**config.mk**
```make
export PLATFORM = sky130hd
export DESIGN_NAME = instr_fetch
export DESIGN_NICKNAME = d
export VERILOG_FILES = /design/src/rtl/cpu16_pkg.sv /design/src/rtl/instr_fetch.sv
export SDC_FILE = /design/constraint.sdc
export NUM_CORES = 1
export LEC_CHECK = 0
export CAP_MARGIN = 15
export CORE_MARGIN = 8
export CORE_UTILIZATION = 40
export CTS_CLUSTER_DIAMETER = 50
export DETAILED_ROUTE_END_ITERATION = 10
export PLACE_DENSITY_LB_ADDON = 0.3
export SETUP_SLACK_MARGIN = 0.3
export SYNTH_ARGS = -nofsm -noshare
export SYNTH_HDL_FRONTEND = slang
export SYNTH_SLANG_ARGS = --single-unit
export TNS_END_PERCENT = 100
```
**constraint.sdc**
```tcl
create_clock -name clk -period 1.8 [get_ports clk]
set_input_delay 0.45 -clock clk [delete_from_list [all_inputs] [get_ports clk]]
set_output_delay 0.45 -clock clk [all_outputs]
set_load 0.02 [all_outputs]
```
**src/rtl/cpu16_pkg.sv**
```systemverilog
// Shared definitions for the 16-bit CPU: opcode encodings, instruction field
// positions, the fetch-unit state type and small field-decoding helpers.
package cpu16_pkg;

  localparam int unsigned WORD_W = 16;

  localparam logic [3:0] OP_LOGIC = 4'b0000;
  localparam logic [3:0] OP_ARITH = 4'b0001;
  localparam logic [3:0] OP_SHIFT = 4'b0010;
  localparam logic [3:0] OP_JMP   = 4'b0011;
  localparam logic [3:0] OP_ADDI  = 4'b1001;
  localparam logic [3:0] OP_SUBI  = 4'b1010;
  localparam logic [3:0] OP_SLTI  = 4'b1011;
  localparam logic [3:0] OP_LW    = 4'b1100;
  localparam logic [3:0] OP_SW    = 4'b1101;
  localparam logic [3:0] OP_BEQ   = 4'b1111;

  localparam int unsigned OPC_MSB   = 15;
  localparam int unsigned OPC_LSB   = 12;
  localparam int unsigned IMM12_MSB = 11;
  localparam int unsigned IMM12_LSB = 0;

  typedef enum logic [1:0] {
    FS_IDLE  = 2'd0,
    FS_REQ   = 2'd1,
    FS_HOLD  = 2'd2,
    FS_FLUSH = 2'd3
  } fetch_state_t;

  function automatic logic [3:0] opcode_of(input logic [WORD_W-1:0] instr);
    return instr[OPC_MSB:OPC_LSB];
  endfunction

  // Jumps stay inside the 4K-word page of the instruction after the jump.
  function automatic logic [WORD_W-1:0] jmp_target(input logic [WORD_W-1:0] pc_plus1,
                                                   input logic [WORD_W-1:0] instr);
    return {pc_plus1[WORD_W-1:OPC_LSB], instr[IMM12_MSB:IMM12_LSB]};
  endfunction

endpackage

```
**src/rtl/instr_fetch.sv**
```systemverilog
// Instruction fetch unit: owns the PC, fetches over a req/ack memory port,
// resolves JMP locally and hands instructions to decode over valid/ready.
module instr_fetch
  import cpu16_pkg::*;
#(
  parameter logic [15:0] RESET_PC = 16'h0000
) (
  input  logic        clk,
  input  logic        rst_n,
  output logic        imem_req,
  output logic [15:0] imem_addr,
  input  logic        imem_ack,
  input  logic [15:0] imem_rdata,
  output logic        if_valid,
  input  logic        if_ready,
  output logic [15:0] if_instr,
  output logic [3:0]  if_opcode,
  output logic [15:0] if_pc,
  input  logic        redir_valid,
  input  logic [15:0] redir_pc,
  output logic [15:0] fetch_cnt
);

  fetch_state_t state_r, state_s;
  logic [15:0]  pc_r, pc_s;
  logic [15:0]  pending_r, pending_s;
  logic         req_r, req_s;
  logic [15:0]  addr_r, addr_s;
  logic         valid_r, valid_s;
  logic [15:0]  instr_r, instr_s;
  logic [15:0]  ifpc_r, ifpc_s;
  logic [15:0]  cnt_r, cnt_s;
  logic [15:0]  pc_plus1_s;

  assign pc_plus1_s = pc_r + 16'd1;

  // Next-state and next-output selection; all outputs come from the registers below.
  always_comb begin
    state_s   = state_r;
    pc_s      = pc_r;
    pending_s = pending_r;
    req_s     = req_r;
    addr_s    = addr_r;
    valid_s   = valid_r;
    instr_s   = instr_r;
    ifpc_s    = ifpc_r;
    cnt_s     = cnt_r;

    case (state_r)
      FS_IDLE: begin
        state_s = FS_REQ;
        req_s   = 1'b1;
        if (redir_valid) begin
          pc_s   = redir_pc;
          addr_s = redir_pc;
        end else begin
          addr_s = pc_r;
        end
      end

      FS_REQ: begin
        if (redir_valid) begin
          if (req_r && !imem_ack) begin
            // The outstanding read cannot be withdrawn; remember the target and drain it.
            pending_s = redir_pc;
            state_s   = FS_FLUSH;
          end else begin
            pc_s    = redir_pc;
            req_s   = 1'b1;
            addr_s  = redir_pc;
            state_s = FS_REQ;
          end
        end else if (!req_r) begin
          // Bubble cycle after a JMP: issue the request for the jump target.
          req_s  = 1'b1;
          addr_s = pc_r;
        end else if (imem_ack) begin
          req_s = 1'b0;
          if (opcode_of(imem_rdata) == OP_JMP) begin
            pc_s = jmp_target(pc_plus1_s, imem_rdata);
          end else begin
            instr_s = imem_rdata;
            ifpc_s  = pc_r;
            pc_s    = pc_plus1_s;
            valid_s = 1'b1;
            state_s = FS_HOLD;
          end
        end else begin
          state_s = FS_REQ;
        end
      end

      FS_HOLD: begin
        if (redir_valid) begin
          valid_s = 1'b0;
          pc_s    = redir_pc;
          req_s   = 1'b1;
          addr_s  = redir_pc;
          state_s = FS_REQ;
        end else if (if_ready) begin
          cnt_s   = cnt_r + 16'd1;
          valid_s = 1'b0;
          req_s   = 1'b1;
          addr_s  = pc_r;
          state_s = FS_REQ;
        end else begin
          state_s = FS_HOLD;
        end
      end

      FS_FLUSH: begin
        if (redir_valid) begin
          if (imem_ack) begin
            pc_s    = redir_pc;
            addr_s  = redir_pc;
            req_s   = 1'b1;
            state_s = FS_REQ;
          end else begin
            pending_s = redir_pc;
          end
        end else if (imem_ack) begin
          pc_s    = pending_r;
          addr_s  = pending_r;
          req_s   = 1'b1;
          state_s = FS_REQ;
        end else begin
          state_s = FS_FLUSH;
        end
      end

      default: begin
        state_s = FS_IDLE;
        req_s   = 1'b0;
        valid_s = 1'b0;
      end
    endcase
  end

  // State and output registers; reset abandons any in-flight transaction.
  always_ff @(posedge clk or negedge rst_n) begin
    if (!rst_n) begin
      state_r   <= FS_IDLE;
      pc_r      <= RESET_PC;
      pending_r <= RESET_PC;
      req_r     <= 1'b0;
      addr_r    <= RESET_PC;
      valid_r   <= 1'b0;
      instr_r   <= 16'h0000;
      ifpc_r    <= 16'h0000;
      cnt_r     <= 16'h0000;
    end else begin
      state_r   <= state_s;
      pc_r      <= pc_s;
      pending_r <= pending_s;
      req_r     <= req_s;
      addr_r    <= addr_s;
      valid_r   <= valid_s;
      instr_r   <= instr_s;
      ifpc_r    <= ifpc_s;
      cnt_r     <= cnt_s;
    end
  end

  assign imem_req  = req_r;
  assign imem_addr = addr_r;
  assign if_valid  = valid_r;
  assign if_instr  = instr_r;
  assign if_opcode = instr_r[OPC_MSB:OPC_LSB];
  assign if_pc     = ifpc_r;
  assign fetch_cnt = cnt_r;

endmodule
```
==> reports/metrics.yaml <==
crit_top_cell: "buf_12"
min_period_ns: 1.87
max_freq_ghz: 0.536
gr-total-overflow: 0
start_util_pct: 40.3
syn_nets: 592
grt_max_degree: 34
drv_slew: 0
nNetsFinal: 782
status: "finished with violations"
critPathCaptureType: "register"
clock_path_buffers: 2
drv_cap: 0
ff2ff_setup_slack_ns: -0.07
syn-mean-instance-area_um2: 9.50
tns_ns: -0.647
timing.critical_path.from: "state_r[0]"
worst_pin_slew_ns: 0.466
cpMaxStageDelayCell: "dfrtp_2"
diodes: 0
crit_family: "compound AO/OA/AOI/OAI gates"
maxSlewHeadroom_pct: 68.8
synth_cell_types: 62
rsz0062_at_grt: "yes"
rows: 42
synth_cells: 553
cpPeakStageDelay_ns: 0.44
peakVddDrop_mv: 0.717
synth_warnings: 0
cts_sinks: 100
ys_seq_area_share_pct: 47.6
worst-path-buf-inv: 2
path_max_fanout: 16
insertion_delay_ns: 0.36
critical_path.cell_chain: "buf_12 > nor2b_1 > a21oi_1 > o32a_1 > buf_12 > mux2_2"
path_clk_slew_ns: 0.07
post-route-period-util_pct: 104
reg2reg_to: "imem_addr[4]"
dieArea_um2: 17100
core_area_um2: 13000
wl_per_cell_um: 19.7
synth_flop_cell: "dfrtp_1"
violations: "setup timing"
worstSetupEndpoint: "imem_addr[4]"
numCtsBuffers: 9
rr_worst_depth: 6
grt_pass1_wl_um: 27000
detailroute.via_count: 5134
drtAntennaViolNets: 0
cp.arrival_ns: 2.11
num_io_pins: 107
criticalPathCategory: "reg -> reg"
fin_util_pct: 64.4
fp.dieW_um: 131
place_ws_ns: -0.568
seq_area_um2: 2510
fill_cells: 1073
cts_tree: "yes"
p_leak_nw: 3.81
grt_pass1_vias: 5226
dr.pass1.iters: 5
dp_hpwl_um: 11700
multi_input_area_um2: 3190
htree_levels: 3
finClkSkew_ns: 0.00780
ys_ff_latch: 100
setup_violations: 12
min_path_type: "in -> async"
synthArstFlopShare_pct: 100
layout-drive-gt1-share_pct: 48.1
area_delta_synth_final_pct: 59.7
cp.depth: 6
drc: 0
clock-root-buffer: "clkbuf_16"
track_usage_pct: 20.4
antenna_found_initial: 0
place_congestion: 0.894
hold_viol_final: 0
finalWorstSetupSlack_ns: -0.0661
reg2reg_from: "state_r[0]"
synth_edf_count: 0
port_buffers: 106
crit_required_ns: 2.04
drt_iter0_drc: 442
vias_per_cell: 5.56
syn-cell-area_um2: 5250
start_kind: "register"
wl_um: 18200
chipHeight_um: 131
p_per_area_nw_per_um2: 1310
kinds of logic after synthesis:
logic type	share of synthesized area, %
XOR/XNOR	3.00
buffers and inverters	5.41
AO/OA/AOI/OAI	14.6
multiplexers	8.79
AND/OR/NAND/NOR	20.1
flip-flops	47.6
adder cells (fa/ha/maj)	0.476
synthesized netlist by cell type (3+ instances only):
library cell | n | area share (%)
nand4_1 | 6 | 0.71
o22a_1 | 5 | 0.83
buf_1 | 4 | 0.29
buf_4 | 4 | 0.57
or4_1 | 3 | 0.43
o31ai_1 | 3 | 0.43
a211oi_1 | 15 | 2.1
a21boi_0 | 3 | 0.43
mux2_2 | 25 | 5.4
nor3_1 | 7 | 0.67
buf_2 | 16 | 1.5
xnor2_1 | 7 | 1.2
o21ai_0 | 19 | 1.8
nand2b_1 | 7 | 0.83
o211ai_1 | 7 | 1.0
and2_1 | 3 | 0.36
dfrtp_1 | 100 | 48
or3_1 | 5 | 0.60
nand2_1 | 112 | 8.0
xor2_1 | 11 | 1.8
inv_1 | 13 | 0.93
nor2_1 | 23 | 1.6
o32a_1 | 4 | 0.76
nor2b_1 | 7 | 0.83
clkbuf_1 | 21 | 1.5
mux2_4 | 4 | 1.1
a31oi_1 | 14 | 1.7
and3_1 | 13 | 1.5
a21oi_1 | 17 | 1.6
nand3_1 | 14 | 1.3
o21a_1 | 5 | 0.71
mux2i_1 | 12 | 2.3
and4_1 | 4 | 0.67
routing by layer:
metal  wire, µm  share of wire (%)  track usage, %
met5          0                  0               0
met3       1120                6.2            4.38
met2       8640                 48            32.0
met4        340                1.9            7.97
met1       8070                 44            27.1
cell type report:
class / count / area share, %
Clock inverter: 7 / 0.909
Tap cell: 176 / 2.62
Multi-Input combinational cell: 393 / 38.0
Sequential cell: 100 / 29.9
Inverter: 14 / 0.626
Timing Repair Buffer: 225 / 25.3
Clock buffer: 9 / 2.68
cells in the final DEF (no fill, tap or decap), types with 11 or more instances in the layout:
master | synthesis | routed
a21oi_1 | 17 | 15
a31oi_1 | 14 | 11
buf_2 | 16 | 21
buf_4 | 4 | 79
buf_6 | 2 | 30
clkdlybuf4s15_2 | 0 | 37
clkdlybuf4s50_1 | 0 | 28
dfrtp_1 | 100 | 95
inv_1 | 13 | 12
mux2_2 | 25 | 23
nand2_1 | 112 | 65
nand2_2 | 0 | 28
nand2_4 | 0 | 19
nor2_1 | 23 | 18
o21ai_0 | 19 | 11
xor2_1 | 11 | 11
flip-flops by register name, indices dropped and copies added, names as in the netlist:
| name | cells |
|---|---|
| fetch_cnt | 16 |
| if_instr | 16 |
| if_pc | 16 |
| imem_addr | 16 |
| pc_r | 16 |
| pending_r | 16 |
| state_r | 2 |
| if_valid | 1 |
| imem_req | 1 |
report_power, final:
group          switching, mW  internal [mW]  leakage (nW)
Combinational           2.67           2.51          2.46
Clock                  0.938           1.09         0.142
Sequential             0.775           3.04          1.21
through the flow:
step | hold WS, ns | std cells | power (mW) | area (µm²)
3_5_place_dp | 0.311 | 856 | 8.28 | 6990
2_1_floorplan | 0.154 | 553 | 6.16 | 5470
4_1_cts | 0.478 | 909 | 10.6 | 8090
5_1_grt | 0.496 | 924 | 11.6 | 8390
3_3_place_gp | 0.309 | 856 | 8.16 | 6990
6_report | 0.478 | 924 | 11.0 | 8390
worst min-delay path by stage:
stage | end | slack (ns) | cells after the start | startpoint
floorplan | fetch_cnt[0] | 0.15 | 0 | rst_n
global placement | if_instr[3] | 0.31 | 1 | rst_n
detailed placement | if_instr[1] | 0.31 | 1 | rst_n
CTS | if_instr[5] | 0.48 | 2 | rst_n
global route | if_instr[2] | 0.50 | 2 | rst_n
finish | if_instr[5] | 0.48 | 2 | rst_n
what timing repair did:
item                                    4_1_cts  5_1_grt
setup buffers                                31       15
hold endpoints to repair                      9        0
resized for setup                           337      104
hold buffers                                  1        0
cloned                                        5        0
endpoints found under the setup margin      170      130
pin swaps                                    92       27
No activity file was read; power rests on OpenSTA's default activity.
